## src/rtl/char_buf_arbiter.sv

```systemverilog
// Write-side owner of the 16x16 character buffer: round-robin arbitration of two
// single-cell writers plus a full-screen clear sequencer, optionally gated to vblank.
module char_buf_arbiter #(
  parameter bit         BLANK_ONLY = 1'b1,
  parameter logic [6:0] CLEAR_CODE = 7'h20
) (
  input  logic       clk,
  input  logic       rst,
  input  logic       vblank,
  input  logic       clr_req,
  output logic       clr_busy,
  output logic       clr_done,
  input  logic       req0,
  input  logic [7:0] addr0,
  input  logic [6:0] code0,
  output logic       ack0,
  input  logic       req1,
  input  logic [7:0] addr1,
  input  logic [6:0] code1,
  output logic       ack1,
  output logic       wr_en,
  output logic [7:0] wr_addr,
  output logic [6:0] wr_data
);

  typedef enum logic [1:0] {IDLE, WRITE, CLEAR} state_t;

  state_t     state_q, state_d;
  logic [7:0] cnt_q, cnt_d;
  logic       rr_last_q, rr_last_d;
  logic       gnt_q, gnt_d;
  logic [7:0] gaddr_q, gaddr_d;
  logic [6:0] gcode_q, gcode_d;
  logic       fin_q, fin_d;
  logic       wr_en_q, wr_en_d;
  logic [7:0] wr_addr_q, wr_addr_d;
  logic [6:0] wr_data_q, wr_data_d;
  logic       ack0_q, ack0_d;
  logic       ack1_q, ack1_d;
  logic       busy_q, busy_d;
  logic       done_q, done_d;

  logic ok;
  logic gnt_sel;

  assign ok      = vblank | ~BLANK_ONLY;
  // With both pending, the requester that did not win last time goes next.
  assign gnt_sel = (req0 & req1) ? ~rr_last_q : req1;

  always_comb begin
    state_d   = state_q;
    cnt_d     = cnt_q;
    rr_last_d = rr_last_q;
    gnt_d     = gnt_q;
    gaddr_d   = gaddr_q;
    gcode_d   = gcode_q;
    fin_d     = 1'b0;
    wr_en_d   = 1'b0;
    wr_addr_d = wr_addr_q;
    wr_data_d = wr_data_q;
    ack0_d    = 1'b0;
    ack1_d    = 1'b0;
    done_d    = fin_q;

    case (state_q)
      IDLE: begin
        if (clr_req) begin
          state_d = CLEAR;
          cnt_d   = 8'd0;
        end else if (ok && (req0 || req1)) begin
          state_d = WRITE;
          gnt_d   = gnt_sel;
          gaddr_d = gnt_sel ? addr1 : addr0;
          gcode_d = gnt_sel ? code1 : code0;
        end
      end
      WRITE: begin
        wr_en_d   = 1'b1;
        wr_addr_d = gaddr_q;
        wr_data_d = gcode_q;
        ack0_d    = ~gnt_q;
        ack1_d    = gnt_q;
        rr_last_d = gnt_q;
        state_d   = IDLE;
      end
      CLEAR: begin
        if (ok) begin
          wr_en_d   = 1'b1;
          wr_addr_d = cnt_q;
          wr_data_d = CLEAR_CODE;
          if (cnt_q == 8'hFF) begin
            state_d = IDLE;
            fin_d   = 1'b1;
          end else begin
            cnt_d = cnt_q + 8'd1;
          end
        end
      end
      default: state_d = IDLE;
    endcase

    // Busy stays up through the cycle that shows the final clear write.
    busy_d = (state_d == CLEAR) | fin_d;
  end

  always_ff @(posedge clk or negedge rst) begin
    if (!rst) begin
      state_q   <= IDLE;
      cnt_q     <= 8'd0;
      rr_last_q <= 1'b1;
      gnt_q     <= 1'b0;
      gaddr_q   <= 8'd0;
      gcode_q   <= 7'd0;
      fin_q     <= 1'b0;
      wr_en_q   <= 1'b0;
      wr_addr_q <= 8'd0;
      wr_data_q <= 7'd0;
      ack0_q    <= 1'b0;
      ack1_q    <= 1'b0;
      busy_q    <= 1'b0;
      done_q    <= 1'b0;
    end else begin
      state_q   <= state_d;
      cnt_q     <= cnt_d;
      rr_last_q <= rr_last_d;
      gnt_q     <= gnt_d;
      gaddr_q   <= gaddr_d;
      gcode_q   <= gcode_d;
      fin_q     <= fin_d;
      wr_en_q   <= wr_en_d;
      wr_addr_q <= wr_addr_d;
      wr_data_q <= wr_data_d;
      ack0_q    <= ack0_d;
      ack1_q    <= ack1_d;
      busy_q    <= busy_d;
      done_q    <= done_d;
    end
  end

  assign wr_en    = wr_en_q;
  assign wr_addr  = wr_addr_q;
  assign wr_data  = wr_data_q;
  assign ack0     = ack0_q;
  assign ack1     = ack1_q;
  assign clr_busy = busy_q;
  assign clr_done = done_q;

endmodule

```

## config.mk

```make
export PLATFORM = sky130hd
export DESIGN_NAME = char_buf_arbiter
export DESIGN_NICKNAME = d
export VERILOG_FILES = /design/src/rtl/char_buf_arbiter.sv
export SDC_FILE = /design/constraint.sdc
export NUM_CORES = 1
export LEC_CHECK = 0
export ABC_AREA = 1
export BUFFER_PORTS_ARGS = -buffer_cell sky130_fd_sc_hd__buf_2
export CAP_MARGIN = 20
export CELL_PAD_IN_SITES_DETAIL_PLACEMENT = 1
export CELL_PAD_IN_SITES_GLOBAL_PLACEMENT = 2
export CORE_ASPECT_RATIO = 1.1
export CORE_MARGIN = 2
export CORE_UTILIZATION = 33
export CTS_BUF_LIST = sky130_fd_sc_hd__clkbuf_16
export DETAILED_ROUTE_END_ITERATION = 8
export GPL_TIMING_DRIVEN = 0
export PLACE_DENSITY = 0.88
export SKIP_CTS_REPAIR_TIMING = 1
export SYNTH_ARGS = -nofsm -noshare
export SYNTH_HDL_FRONTEND = slang
export SYNTH_SLANG_ARGS = --single-unit
export TNS_END_PERCENT = 10
```

## constraint.sdc

```tcl
create_clock -name clk -period 2.8 [get_ports clk]
set_clock_uncertainty 0.15 [all_clocks]
set_input_delay 0.14 -clock clk [delete_from_list [all_inputs] [get_ports clk]]
set_output_delay 0.14 -clock clk [all_outputs]
set_load 0.05 [all_outputs]
```

# ---- Word level (Yosys, flattened, before mapping)
# Cells that the tools add are included.
dict set report op_classes {
  reduce_logical 8
  n_mux 23
  n_div 0
  mul 0
  addsub 1
  bitwise 5
  n_eq_ne 7
  shifts 0
  magnitude_cmp 0
}
# op n
set op_table {}
lappend op_table {{2-to-1 mux 8 bit} 5}
lappend op_table {{case mux 8 bit (2 select lines)} 2}
lappend op_table {{2-to-1 mux 7 bit} 2}
lappend op_table {{case mux 7 bit (2 select lines)} 1}
lappend op_table {{adder 8 x 1 -> 8 bit, second input constant} 1}
lappend op_table {{equality test 8 bit, second input constant} 1}
lappend op_table {{2-to-1 mux 2 bit} 4}
lappend op_table {{2-to-1 mux 1 bit} 7}
lappend op_table {{!= test 2 bit, second input constant} 3}
lappend op_table {{equality test 2 bit, second input constant} 2}
lappend op_table {{case mux 2 bit (2 select lines)} 1}
lappend op_table {{AND reduction 4 bit} 1}
lappend op_table {{nonzero test 2 bit} 2}
lappend op_table {{NOT 1 bit} 3}
lappend op_table {{AND reduction 3 bit} 1}
lappend op_table {{equality test 2 x 1 -> 1 bit, second input constant} 1}
lappend op_table {{logical NOT 2 bit} 1}
lappend op_table {{case mux 1 bit (2 select lines)} 1}
lappend op_table {{AND reduction 2 bit} 1}
lappend op_table {{AND 1 bit} 1}
lappend op_table {{logical AND 1 bit} 1}
lappend op_table {{logical OR 1 bit} 1}
lappend op_table {{bitwise OR 1 bit} 1}
dict set report word_totals {
  output_inout_bits 20
  n_memories 0
  elab_cells 58
  latchBits 0
  ram_bits 0
  mem_bits_ro 0
  register_bits 48
  in_bits 36
}

# ---- Logic depth before layout (Yosys ltp)
dict set report depth {
  word_depth 7
  ltp_mapped 9
}

# ---- Worst setup path after synthesis
# No wires, ideal clock.
dict set report synth_timing {
  path_type {register to register}
  start {register state_q[0]}
  end {register cnt_q[7]}
  t_arrival_ns 1.367
  stages_incl_launch_ff 10
  setup_slack_ns 1.167
  path_cell_list {dfrtp_1 > inv_1 > ha_1 > buf_2 > o21a_2 > nand2_2 > nand2_4 > buf_6 > nand2_1 > nand2_1}
}
dict set report synth_via {
  elab_chain_len 3
  word_cells_on_any_way 8
}
# element line_no
set synth_rtl {}
lappend synth_rtl {{from (decl)} 28} ;# state_t state_q, state_d;
lappend synth_rtl {{from (signal assigned)} 123} ;# state_q <= state_d;
lappend synth_rtl {{equality test 2 bit / logical NOT 2 bit (equally long branches)} 65} ;# case (state_q)
lappend synth_rtl {{!= test 2 bit (no line) / nonzero test 2 bit (equally long branches)} -}
lappend synth_rtl {{AND reduction 4 bit (no line)} -}
lappend synth_rtl {{to (signal assigned)} 124} ;# cnt_q <= cnt_d;
lappend synth_rtl {{to (decl)} 29} ;# logic [7:0] cnt_q, cnt_d;
# Several ways; a longest one is shown, not always the timed one.
# A chain may end at the register's enable or synchronous reset.

# ---- Worst setup path in the final report
dict set report layout_timing {
  start {register state_q[0]}
  end {register wr_addr_q[7], in the netlist wr_addr[7]}
}
dict set report layout_via {
  elab_chain_len 3
  word_cells_on_any_way 6
}
# element line_no
set layout_rtl {}
lappend layout_rtl {{equality test 2 bit / equality test 2 x 1 -> 1 bit (equally long branches)} 65}
lappend layout_rtl {{!= test 2 bit (no line) / nonzero test 2 bit (equally long branches)} -}
lappend layout_rtl {{AND reduction 2 bit (no line)} -}
lappend layout_rtl {{to (signal assigned)} 131} ;# wr_addr_q <= wr_addr_d;
lappend layout_rtl {{to (decl)} 36} ;# logic [7:0] wr_addr_q, wr_addr_d;
# Several ways; a longest one is shown, not always the timed one.

==> impl_metrics.ini <==
[timing]
holdWs_ns = -0.0365
finalMaxSlewViolations = 0
fin_setup_tns_ns = 0
tightest_slew_ns = 0.547
slew_headroom_pct = 63.5
finalHoldViolCount = 9
min_period_ns = 1.84
rsz0062_at_grt = no
fmax_mhz = 542
setup_viol = 0
finalCritPeriodShare_pct = 65.9

[setup_path]
endpoint_kind = flop
critical_path.max_fanout = 10
required_ns = 2.86
crit_path_max_incr_delay_ns = 0.38
worstSetupPathType = flop to flop
reg2reg_setup_slack_ns = 0.96
ff2ff_path_depth = 8
critPathLaunchType = flop
rr_startpoint = state_q[0]
slowest_stage = dfrtp_1
crit_path_frequent_cell = nand2_2
crit_chain = inv_1 -> ha_1 -> buf_2 -> nand2_2 -> nand2_2 -> buf_4 -> nor2_1 -> a31oi_1
r2r_end = wr_addr[7]
crit_arrival_ns = 1.91

[cts]
clkTransAtPathRegs_ns = 0.07
clock_latency_ns = 0.29
cts_tree = built
ctsHtreeMaxLevel = 2
cts.sinks = 48
cts_buffer_depth = 2
cts-root-buf = clkbuf_16
numCtsBuffers = 5

[die]
core_sq_um = 6970
die_h_um = 92.4
die_area_sq_um = 7800
die_w_um = 84.4
std_cell_rows = 32
io_pins = 56
initial_core_util_pct = 33.7

[grt]
grt_pass1_vias = 2305
grt_pass1_wl_um = 11100
track_usage_pct = 17.7
antenna_found_initial = 0
grt-ovfl-total = 0
grt_max_degree = 49

[run_status]
failed_checks = hold timing
status = finished, violations left

[synthesis]
yosysWarnings = 0
synth_nets = 318
synth-seq-cells = 48
avgSynthCellArea_sq_um = 8.43
syn_inst = 278
synth_cell_types = 29
synth_area_sq_um = 2340
yosysSeqAreaShare_pct = 51.3

[finish]
syn2layout_area_growth_pct = 27.0
antenna_cells = 0
nets = 390
final_cell_mix = nand2_1, buf_2, dfrtp_1, nor2_1, o21ai_0
drive_above_1_share_pct = 27.9
final_common_cell = nand2_1

[pwr]
ir_worst_vdd_mv = 0.563
p_leak_nw = 1.48
p_per_area_nw_per_um2 = 1100
p_total_mw = 3.29

[detailed_routing]
drc = 0
drt_iter0_drc = 91
postRouteAntennaNets = 0
dr.pass1.iters = 4
wl_per_cell_um = 14.6
vias_per_cell = 4.82
vias = 2102
wl_um = 6380

[hold_path]
min-delay-start = addr1[7]
whs_endpoint = gaddr_q[7]
min_path_type = input pin to flop
hold_depth = 3

[flow_run]
drv_cap = 0

[placement]
dp_hpwl_um = 4530
routabilityCongestion = 0.756
portBuffers = 55
stage by stage:
step                      hold slack (ns)  std cells  area (sq um)  util (%)  worst slack, ns
after floorplan                    -0.306        278          2340         -             1.17
after global placement              0.184        418          2730      39.1            0.993
after detailed placement            0.188        418          2730      39.1            0.972
after CTS                         -0.0506        426          2870      41.2            0.952
after global routing              0.00452        436          2980      42.7            0.753
final                             -0.0365        436          2980      42.7            0.956
power by group:
group          internal [mW]  leakage [nW]  switching, mW  total (mW)
registers              0.971         0.610          0.155        1.13
clock network          0.327        0.0710          0.263       0.590
logic                  0.446         0.802           1.13        1.57
total                   1.74          1.48           1.55        3.29
worst max-delay path: cells and delay by family (launching register included):
| kind | cells | cell delay, ns |
|---|---|---|
| and+or+nand+nor | 3 | 0.45 |
| adders and majority gates | 1 | 0.14 |
| AOI/OAI and AO/OA | 1 | 0.14 |
| buffers and inverters | 3 | 0.50 |
| DFF | 1 | 0.38 |
how the worst max path moves through the flow:
stage | startpoint | depth (start not counted) | to
2_1_floorplan | state_q[0] | 9 | cnt_q[7]
3_3_place_gp | state_q[1] | 8 | wr_addr[7]
3_5_place_dp | state_q[0] | 8 | wr_addr[7]
4_1_cts | state_q[0] | 8 | wr_addr[7]
5_1_grt | state_q[0] | 8 | wr_addr[7]
6_report | state_q[0] | 8 | wr_addr[7]
sequential cells by signal, indices dropped and copies added (netlist names):
signal,cells
cnt_q,8
gaddr_q,8
wr_addr,8
gcode_q,7
wr_data,7
state_q,2
ack0,1
ack1,1
clr_busy,1
clr_done,1
done_d,1
gnt_q,1
rr_last_q,1
wr_en,1
layout make-up:
class / count / area, sq um
Fill cell: 888 / 3990
Sequential cell: 48 / 1200
Multi-Input combinational cell: 194 / 980
Timing Repair Buffer: 65 / 385
Clock buffer: 5 / 125
Tap cell: 85 / 106
Inverter: 25 / 93.8
Buffer: 11 / 68.8
Clock inverter: 3 / 16.3
cell families after synthesis:
logic type	Yosys count	synth area share, %
simple gates	135	26.0
compound gates	53	12.8
flops	48	51.3
buf+inv	36	6.94
fa+ha+maj	4	2.13
xor+xnor	1	0.374
mux	1	0.480
per-layer routing:
| layer | wire, um | global-route usage, % | share of wire (%) |
|---|---|---|---|
| met1 | 2890 | 22.7 | 45 |
| met4 | 78 | 4.63 | 1.2 |
| met5 | 0 | 0 | 0 |
| met2 | 3170 | 30.4 | 50 |
| met3 | 242 | 3.65 | 3.8 |
synth_stat cells:
| master | count | area [sq um] |
|---|---|---|
| inv_2 | 2 | 7.51 |
| buf_6 | 2 | 22.5 |
| o21ai_0 | 26 | 130 |
| o21ai_1 | 9 | 45.0 |
| inv_1 | 23 | 86.3 |
| ha_1 | 4 | 50.1 |
| mux2_2 | 1 | 11.3 |
| buf_2 | 4 | 20.0 |
| a21boi_0 | 1 | 7.51 |
| o22ai_1 | 6 | 37.5 |
| nor2_2 | 1 | 6.26 |
| nor2_4 | 2 | 22.5 |
| clkbuf_1 | 2 | 7.51 |
| buf_4 | 2 | 15.0 |
| a31oi_1 | 7 | 43.8 |
| nand2_1 | 64 | 240 |
| nand3_4 | 1 | 17.5 |
| o21a_2 | 1 | 8.76 |
| o21ai_2 | 3 | 26.3 |
| nand3_1 | 16 | 80.1 |
| nand4_1 | 1 | 6.26 |
| nor2_1 | 35 | 131 |
| dfrtp_1 | 47 | 1180 |
| dfstp_2 | 1 | 26.3 |
| nand2_2 | 12 | 75.1 |
| xor2_1 | 1 | 8.76 |
| buf_1 | 1 | 3.75 |
| nand3_2 | 2 | 20.0 |
| nand2_4 | 1 | 11.3 |
Note: power is estimated with default switching activity, not from simulation.
